**src/rtl/n_bit_mux_pkg.sv**
```systemverilog
// Shared constants for the n_bit_mux slice: select encodings and default width.
package n_bit_mux_pkg;

    localparam int MUX_DEFAULT_N = 8;

    localparam logic [1:0] SEL_A = 2'b00;
    localparam logic [1:0] SEL_B = 2'b01;
    localparam logic [1:0] SEL_C = 2'b10;
    localparam logic [1:0] SEL_D = 2'b11;

endpackage

```
**src/rtl/n_bit_mux_if.sv**
```systemverilog
// Bus bundle for n_bit_mux: four equal-width sources, select, strobe and registered result.
interface n_bit_mux_if
    import n_bit_mux_pkg::*;
#(
    parameter int N = MUX_DEFAULT_N
);

    logic [N-1:0] A;
    logic [N-1:0] B;
    logic [N-1:0] C;
    logic [N-1:0] D;
    logic [1:0]   S;
    logic         in_valid;
    logic [N-1:0] Y;
    logic         out_valid;

    modport master (
        output A, B, C, D, S, in_valid,
        input  Y, out_valid
    );

    modport slave (
        input  A, B, C, D, S, in_valid,
        output Y, out_valid
    );

endinterface

```
**src/rtl/n_bit_mux_mux4_comb.sv**
```systemverilog
// Purely combinational N-bit 4:1 selector; every select code is decoded, so no latch.
module mux4_comb
    import n_bit_mux_pkg::*;
#(
    parameter int N = MUX_DEFAULT_N
) (
    input  logic [N-1:0] A,
    input  logic [N-1:0] B,
    input  logic [N-1:0] C,
    input  logic [N-1:0] D,
    input  logic [1:0]   S,
    output logic [N-1:0] sel
);

    always_comb begin
        sel = A;
        case (S)
            SEL_A: sel = A;
            SEL_B: sel = B;
            SEL_C: sel = C;
            SEL_D: sel = D;
            default: sel = A;
        endcase
    end

endmodule

```
**src/rtl/n_bit_mux.sv**
```systemverilog
// N-bit 4:1 mux with a registered output and a one-cycle valid qualifier.
module n_bit_mux
    import n_bit_mux_pkg::*;
#(
    parameter int N = MUX_DEFAULT_N
) (
    input  logic        clk,
    input  logic        rst_n,
    n_bit_mux_if.slave  bus
);

    logic [N-1:0] sel;

    mux4_comb #(
        .N (N)
    ) u_mux4_comb (
        .A   (bus.A),
        .B   (bus.B),
        .C   (bus.C),
        .D   (bus.D),
        .S   (bus.S),
        .sel (sel)
    );

    // Y only moves on a strobed edge; out_valid simply follows the strobe by one cycle.
    always_ff @(posedge clk) begin
        if (!rst_n) begin
            bus.Y         <= '0;
            bus.out_valid <= 1'b0;
        end else begin
            bus.out_valid <= bus.in_valid;
            if (bus.in_valid) begin
                bus.Y <= sel;
            end
        end
    end

endmodule

```
**src/flat_wrapper.sv**
```systemverilog
// flat-port wrapper written by rule: the top's interface ports become plain ports
module n_bit_mux_flat import n_bit_mux_pkg::*;
#(
    parameter int N = MUX_DEFAULT_N
)
  (clk, rst_n, bus_A, bus_B, bus_C, bus_D, bus_S, bus_in_valid, bus_Y, bus_out_valid);
  n_bit_mux_if #(.N(N)) bus_i ();
  input  logic clk;
  input  logic rst_n;
  input wire logic [$bits(bus_i.A)-1:0] bus_A;
  input wire logic [$bits(bus_i.B)-1:0] bus_B;
  input wire logic [$bits(bus_i.C)-1:0] bus_C;
  input wire logic [$bits(bus_i.D)-1:0] bus_D;
  input wire logic [$bits(bus_i.S)-1:0] bus_S;
  input wire logic [$bits(bus_i.in_valid)-1:0] bus_in_valid;
  output wire logic [$bits(bus_i.Y)-1:0] bus_Y;
  output wire logic [$bits(bus_i.out_valid)-1:0] bus_out_valid;
  assign bus_i.A = bus_A;
  assign bus_i.B = bus_B;
  assign bus_i.C = bus_C;
  assign bus_i.D = bus_D;
  assign bus_i.S = bus_S;
  assign bus_i.in_valid = bus_in_valid;
  assign bus_Y = bus_i.Y;
  assign bus_out_valid = bus_i.out_valid;
  n_bit_mux #(.N(N)) u_core (.clk(clk), .rst_n(rst_n), .bus(bus_i));
endmodule
```
**config.mk**
```make
export PLATFORM = sky130hd
export DESIGN_NAME = n_bit_mux_flat
export DESIGN_NICKNAME = d
export VERILOG_FILES = /design/src/rtl/n_bit_mux_pkg.sv /design/src/rtl/n_bit_mux_if.sv /design/src/rtl/n_bit_mux_mux4_comb.sv /design/src/rtl/n_bit_mux.sv /design/src/flat_wrapper.sv
export SDC_FILE = /design/constraint.sdc
export NUM_CORES = 1
export LEC_CHECK = 0
export CAP_MARGIN = 20
export CORE_MARGIN = 5
export CORE_UTILIZATION = 32
export CTS_CLUSTER_SIZE = 25
export DETAILED_ROUTE_END_ITERATION = 7
export GPL_ROUTABILITY_DRIVEN = 1
export GPL_TIMING_DRIVEN = 0
export HOLD_SLACK_MARGIN = 0.08
export PLACE_DENSITY = 0.9
export SLEW_MARGIN = 20
export SYNTH_ARGS = -nofsm -noshare
export SYNTH_HDL_FRONTEND = slang
export SYNTH_HIERARCHICAL = 1
export SYNTH_SLANG_ARGS = --single-unit
```
**constraint.sdc**
```tcl
create_clock -name clk -period 2.6 [get_ports clk]
set_input_delay 0.39 -clock clk [delete_from_list [all_inputs] [get_ports clk]]
set_output_delay 0.39 -clock clk [all_outputs]
set_load 0.1 [all_outputs]
```
# ---- Word-level counts from Yosys, hierarchy flattened
# Cells that the tools add are included.
dict set report op_classes {
  eq_ne 3
  mux 1
  n_reduce_logical 1
}
# operator count
set op_table {}
lappend op_table {{$pmux W8 S4} 1}
lappend op_table {{$eq A2 B2 Y1 const B} 2}
lappend op_table {{$eq A2 B1 Y1 const B} 1}
lappend op_table {{$logic_not A2 Y1} 1}
dict set report word_totals {
  regBits 9
  out_inout_bits 9
  word_cells 7
}

# ---- Logic depth before layout (Yosys ltp)
# Gate-level depths: netlist (run 1).
dict set report depth {
  depth_word 2
  mapped_depth 4
}

# ---- Modules after synthesis
# The synthesis (run 1) kept the hierarchy.
# module instances cells_per_inst area_per_inst_um2 seq_area_each_um2
set by_module_without_submodules {}
lappend by_module_without_submodules {n_bit_mux 1 27 329.1 180.2}
lappend by_module_without_submodules {mux4_comb 1 10 196.4 0.0}

# ---- Worst setup path before layout (run 1)
# Ideal clock, no wire load.
dict set report synth_path {
  path_type {in2reg}
  start {in bus_S[0]}
  end {reg u_core.bus.Y[0]}
  setup_ns 0.120
  arrival_time_ns 1.195
  required_ns 2.480
  slack_ns 1.285
  path_stages 4
  path_cell_list {buf_6 -> mux4_2 -> mux2i_1 -> nor2b_1}
}
dict set report synth_between {
  elab_chain_len 2
}
# element line
set synth_rtl {}
lappend synth_rtl {{from (decl)} flat_wrapper.sv:14} ;# input wire logic [$bits(bus_i.S)-1:0] bus_S;
lappend synth_rtl {{$eq A2 B2 Y1, or another cell as far along} n_bit_mux_mux4_comb.sv:17} ;# case (S)
lappend synth_rtl {{$pmux W8 S4 *} n_bit_mux_mux4_comb.sv:17}
lappend synth_rtl {{net u_core.sel[0]} n_bit_mux.sv:12} ;# logic [N-1:0] sel;
lappend synth_rtl {{to (signal assigned)} n_bit_mux.sv:33} ;# bus.Y <= sel;
lappend synth_rtl {{to (decl)} n_bit_mux_if.sv:24} ;# output Y, out_valid
# Mark *: on every way through the listed nets, which the timed path passes. The rest lies on a longest branch.
# A chain may end at the register's enable or synchronous reset.

# ---- Worst setup path after layout (run 1)
dict set report layout_path {
  start {reg u_core.bus.Y[0]}
  end {out bus_Y[0]}
}
# element line
set layout_rtl {}
lappend layout_rtl {{to (decl)} flat_wrapper.sv:16} ;# output wire logic [$bits(bus_i.Y)-1:0] bus_Y;
# No word-level cell between the ends.

==> results.sh, run 1 <==
export IMPL_status="finished, final reports clean"
export IMPL_nets=121
export IMPL_maxSlewHeadroom_pct=34.5
export IMPL_path_buf_inv=1
export IMPL_die_h_um=50.5
export IMPL_finalSetupViolCount=0
export IMPL_synth_compound_area_share_pct=0
export IMPL_synthXorXnorAreaFrac_pct=0
export IMPL_cpPeakStageDelay_ns=1.15
export IMPL_fin_cells=99
export IMPL_syn_inst=37
export IMPL_muxShareOfSynthArea_pct=49.5
export IMPL_period_share_pct=81.9
export IMPL_yosys_area_share_simple_pct=11.0
export IMPL_dp_slack_ns=0.750
export IMPL_cts_num_sinks=9
export IMPL_critPathKind="register to output port"
export IMPL_placed_cells=95
export IMPL_drtPass1Iterations=2
export IMPL_grt_pass1_vias=592
export IMPL_start_util_pct=34.5
export IMPL_drtAntennaViolNets=0
export IMPL_port_buffers=42
export IMPL_area_growth_pct=88.8
export IMPL_synth_area_um2=526
export IMPL_die_area_um2=2550
export IMPL_clk_latency_ns=0.25
export IMPL_fin_tns_setup_ns=0
export IMPL_grt_use_total_pct=13.7
export IMPL_fin_util_pct=65.1
export IMPL_crit_path_max_fanout=2
export IMPL_ys_types=7
export IMPL_htree_levels=1
export IMPL_post_cts_buffers=0
export IMPL_vias_per_cell=5.04
export IMPL_top_level_ports=46
export IMPL_power_uw=458
export IMPL_min_path_type="primary input to register"
export IMPL_drv_slew=0
export IMPL_finalCriticalPeriod_ns=2.13
export IMPL_num_vias=499
export IMPL_cpLargestDelayFamily="buffers and inverters"
export IMPL_hold_buffers=0
export IMPL_critPathArrivalTime_ns=1.74
export IMPL_cts_buffer_depth=2
export IMPL_most_common_layout_cells="clkdlybuf4s50_1 (42), dfxtp_1 (9), mux2i_1 (8), nor2b_1 (8), mux4_2 (8)"
export IMPL_antenna_found_initial=0
export IMPL_fillCellCount=124
export IMPL_wl_per_cell_um=16.3
export IMPL_wirelength_um=1610
export IMPL_power_leakage_nw=0.382
export IMPL_routabilityCongestion=0.596
export IMPL_overflow=0
export IMPL_cts_buffers=3
export IMPL_cts_reportedPaths_clkPinSlew_ns=0.06
export IMPL_hold_viol=0
export IMPL_cts_tree="built"
export IMPL_cts_resized=0
export IMPL_syn_mean_instance_area_um2=14.2
export IMPL_floorplan_rows=14
export IMPL_die_w_um=50.5
export IMPL_rsz0062_at_grt="no"
export IMPL_grt_pass1_wl_um=2550
export IMPL_worstPathCellList="clkdlybuf4s50_1"
export IMPL_ys_seq_area_share_pct=34.3
export IMPL_start_kind="register"
export IMPL_tightestPinTransition_ns=0.979
export IMPL_synth_nets=74
export IMPL_cp_data_required_time_ns=2.21
export IMPL_clock_fmax_mhz=469
export IMPL_power_density_nw_per_um2=462
export IMPL_grt_max_degree=10
export IMPL_fin_skew_ns=0
export IMPL_end_kind="output port"
export IMPL_synth_top_family_by_area="multiplexers"
export IMPL_drt_iter0_drc=5
export IMPL_vdd_drop_max_uv=275
export IMPL_synth_fa_ha_area_share_pct=0
export IMPL_drc_errors=0
export IMPL_max_cap_violations=0
export IMPL_n_antenna_cell=0
export IMPL_clockRootBuffer="clkbuf_4"
export IMPL_final_common_cell="clkdlybuf4s50_1"
export IMPL_coreArea_um2=1520
export IMPL_setup_ws_ns=0.470
export IMPL_yosys_warnings=6
export IMPL_cpMaxStageDelayCell="clkdlybuf4s50_1"
export IMPL_drive_gt1_share_pct=18.1
export IMPL_ys_seq_elements=9
worst paths after layout:
kind	startpoint	cells past startpoint	slack (ns)	end
hold / removal	bus_in_valid	2	0.45	u_core/bus.out_valid
setup / recovery	u_core/bus.Y[0]	1	0.47	bus_Y[0]
hold reg to reg	u_core/bus.Y[4]	2	0.51	u_core/bus.Y[4]
setup reg to reg	u_core/bus.Y[2]	2	1.98	u_core/bus.Y[2]
metrics by stage:
step                area (µm²)  hold WS [ns]
floorplan                  526         0.518
global placement           966         0.495
detailed placement         966         0.505
CTS                        992         0.443
global route               992         0.454
finish                     992         0.446
final cells by class:
class	count	area (µm²)	share of cell area, %
plain buffers	3	27.5	2.77
repair buffers	42	420	42.4
clock buffers	4	26.3	2.65
flip-flops and latches	9	180	18.2
well taps	16	20.0	2.02
multi-input cells	25	318	32.0
state kept, by name, summed over array words and instances, names as in the netlist:
name and flops:
u_core/bus.Y 8, u_core/bus.out_valid 1
power by group:
part           internal, mW  switching, mW  total [mW]
combinational        0.0934          0.105       0.199
clock                0.0590         0.0469       0.106
sequential            0.148        0.00511       0.153
synth_stat cells:
cell | number | share of area, %
mux2i_1 | 8 | 15
mux4_2 | 8 | 34
dfxtp_1 | 9 | 34
and2_2 | 1 | 1.4
nor2b_1 | 8 | 9.5
buf_6 | 2 | 4.3
clkbuf_2 | 1 | 0.95
routing by layer:
metal | vias to the layer above | share of wire (%) | track usage [%]
met1 | 238 | 32 | 13.1
met4 | 0 | 1.7 | 7.66
li1 | 231 | - | -
met3 | 2 | 8.5 | 3.25
met2 | 28 | 58 | 25.8
met5 | - | 0 | 0
cells by family after synthesis:
kind of cell	count (synthesis)
multiplexers	16
flip-flops	9
AND/OR/NAND/NOR	9
buffers and inverters	3
(Power assumes the default switching activity.)
==> run 2: changes to the inputs <==
- CORE_UTILIZATION: 32 -> 30
- PLACE_DENSITY: 0.9 -> 0.85
- clock period: 2.6 -> 2.16 ns (I/O delays scaled with it)
==> run 2 against run 1 <==
Against the previous run:
- register-to-register slack worse by 0.43 ns
- critical path depth stayed put
- via count is 2.0% lower
- global-route usage is 2.0 points lower
- sequential share of layout area hardly changed
- die area is 5.3% higher
- sequential cell count stayed put
- first-iteration DRC count is 80% lower
- clock skew stayed put
- largest power group unchanged
==> results.sh, run 2 (same netlist as run 1, synthesis figures left out) <==
export IMPL_cts_buffers=3
export IMPL_floorplan_rows=15
export IMPL_netSwitchingFraction_pct=34.3
export IMPL_grt_pass1_wl_um=2110
export IMPL_cp_data_required_time_ns=1.84
export IMPL_cts_reportedPaths_clkPinSlew_ns=0.06
export IMPL_power_density_nw_per_um2=555
export IMPL_routabilityCongestion=0.651
export IMPL_cts_resized=0
export IMPL_end_kind="output port"
export IMPL_placed_cells=96
export IMPL_r2r_end="u_core/bus.Y[2]"
export IMPL_coreArea_um2=1690
export IMPL_regMostFlops="u_core/bus.Y"
export IMPL_final_common_cell="clkdlybuf4s50_1"
export IMPL_die_w_um=51.9
export IMPL_power_uw=551
export IMPL_wl_per_cell_um=14.5
export IMPL_r2r_cells=2
export IMPL_cts_buffer_depth=2
export IMPL_status="finished, final reports clean"
export IMPL_r2r_start="u_core/bus.Y[2]"
export IMPL_wirelength_um=1450
export IMPL_max_cap_violations=0
export IMPL_htree_levels=1
export IMPL_cpMaxStageDelayCell="clkdlybuf4s50_1"
export IMPL_hold_path_startpoint="bus_in_valid"
export IMPL_power_leakage_nw=0.382
export IMPL_grt_pass1_vias=503
export IMPL_cpLargestDelayFamily="buffers and inverters"
export IMPL_hold_viol=0
export IMPL_start_util_pct=31.1
export IMPL_port_buffers=42
export IMPL_grt_use_total_pct=11.6
export IMPL_period_share_pct=95.8
export IMPL_fin_skew_ns=0
export IMPL_rsz0062_at_grt="no"
export IMPL_finalSetupViolCount=0
export IMPL_cts_tree="built"
export IMPL_grt_max_degree=10
export IMPL_drc_errors=0
export IMPL_drt_iter0_drc=1
export IMPL_die_area_um2=2690
export IMPL_area_growth_pct=89.0
export IMPL_min_to="u_core/bus.out_valid"
export IMPL_drive_gt1_share_pct=18.1
export IMPL_fin_tns_setup_ns=0
export IMPL_drv_slew=0
export IMPL_whs_path_depth=2
export IMPL_tightestPinTransition_ns=0.973
export IMPL_min_path_type="primary input to register"
export IMPL_cpPeakStageDelay_ns=1.14
export IMPL_drtAntennaViolNets=0
export IMPL_hold_buffers=0
export IMPL_n_antenna_cell=0
export IMPL_start_kind="register"
export IMPL_r2r_slack_ns=1.55
export IMPL_combPwrFrac_pct=43.0
export IMPL_overflow=0
export IMPL_worstPathCellList="clkdlybuf4s50_1"
export IMPL_critPathKind="register to output port"
export IMPL_vias_per_cell=4.89
export IMPL_critPathArrivalTime_ns=1.74
export IMPL_crit_path_max_fanout=2
export IMPL_most_common_layout_cells="clkdlybuf4s50_1 (42), dfxtp_1 (9), mux2i_1 (8), nor2b_1 (8), mux4_2 (8)"
export IMPL_fin_cells=100
export IMPL_top_regs="u_core/bus.Y x8, u_core/bus.out_valid x1"
export IMPL_num_vias=489
export IMPL_intPower_uw=362
export IMPL_die_h_um=51.9
export IMPL_finalCriticalPeriod_ns=2.07
export IMPL_clock_fmax_mhz=483
export IMPL_switchingPower_uw=189
export IMPL_power_frac_clock_pct=23.5
export IMPL_maxSlewHeadroom_pct=34.9
export IMPL_clk_latency_ns=0.26
export IMPL_cts_num_sinks=9
export IMPL_path_buf_inv=1
export IMPL_post_cts_buffers=0
export IMPL_drtPass1Iterations=2
export IMPL_clockRootBuffer="clkbuf_4"
export IMPL_top_level_ports=46
export IMPL_antenna_found_initial=0
export IMPL_vdd_drop_max_uv=276
export IMPL_fin_util_pct=58.8
export IMPL_seqPwrFrac_pct=33.5
export IMPL_nets=121
export IMPL_largest_register_ffs=8
[run 2: cell counts in the layout (fill, tap and decap cells not counted)]
No cell type changed its count.
[run 2: layout make-up]
type	instances	area (µm²)
fillers	161	696
repair buffers	42	420
multi-input cells	25	318
flip-flops and latches	9	180
plain buffers	3	27.5
clock buffers	4	26.3
well taps	17	21.3
[run 2: layer usage]
layer / vias up / part of all wire (%) / track usage [%]
met2: 30 / 58 / 22.8
met3: 4 / 11 / 5.16
li1: 233 / - / -
met1: 222 / 28 / 8.47
met5: - / 0 / 0
met4: 0 / 2.3 / 7.86
[run 2: power groups by stage]
stage               clock [mW]  combinational, mW  sequential [mW]
detailed placement           0              0.239            0.188
CTS                      0.138              0.240            0.185
floorplan                    0             0.0580            0.278
global route             0.149              0.247            0.186
global placement             0              0.236            0.187
finish                   0.130              0.237            0.185
[run 2: per-stage QoR]
step | worst slack (ns) | hold slack, ns | cell area [µm²]
2_1_floorplan | 0.899 | 0.452 | 526
3_3_place_gp | 0.385 | 0.496 | 967
3_5_place_dp | 0.363 | 0.506 | 967
4_1_cts | 0.0640 | 0.362 | 993
5_1_grt | 0.0411 | 0.370 | 993
6_report | 0.0916 | 0.370 | 993
[run 2: worst max path at each step]
| stage | from | to | slack, ns | cells after the start |
|---|---|---|---|---|
| detailed placement | u_core/bus.Y[2] | bus_Y[2] | 0.36 | 1 |
| global route | u_core/bus.Y[2] | bus_Y[2] | 0.04 | 1 |
| CTS | u_core/bus.Y[2] | bus_Y[2] | 0.06 | 1 |
| floorplan | u_core/bus.Y[0] | u_core/bus.Y[0] | 0.90 | 2 |
| global placement | u_core/bus.Y[7] | bus_Y[7] | 0.39 | 1 |
| finish | u_core/bus.Y[2] | bus_Y[2] | 0.09 | 1 |
[run 2: worst reg2reg max path: stages (launching register included)]
cell     delay [ns]
dfxtp_1        0.32
mux2i_1        0.12
nor2b_1        0.06
==> run 3: changes to the inputs <==
- SLEW_MARGIN: 20 -> not set
==> results of run 3 <==
Final layout, timing and power as in run 2 (identical DEF).
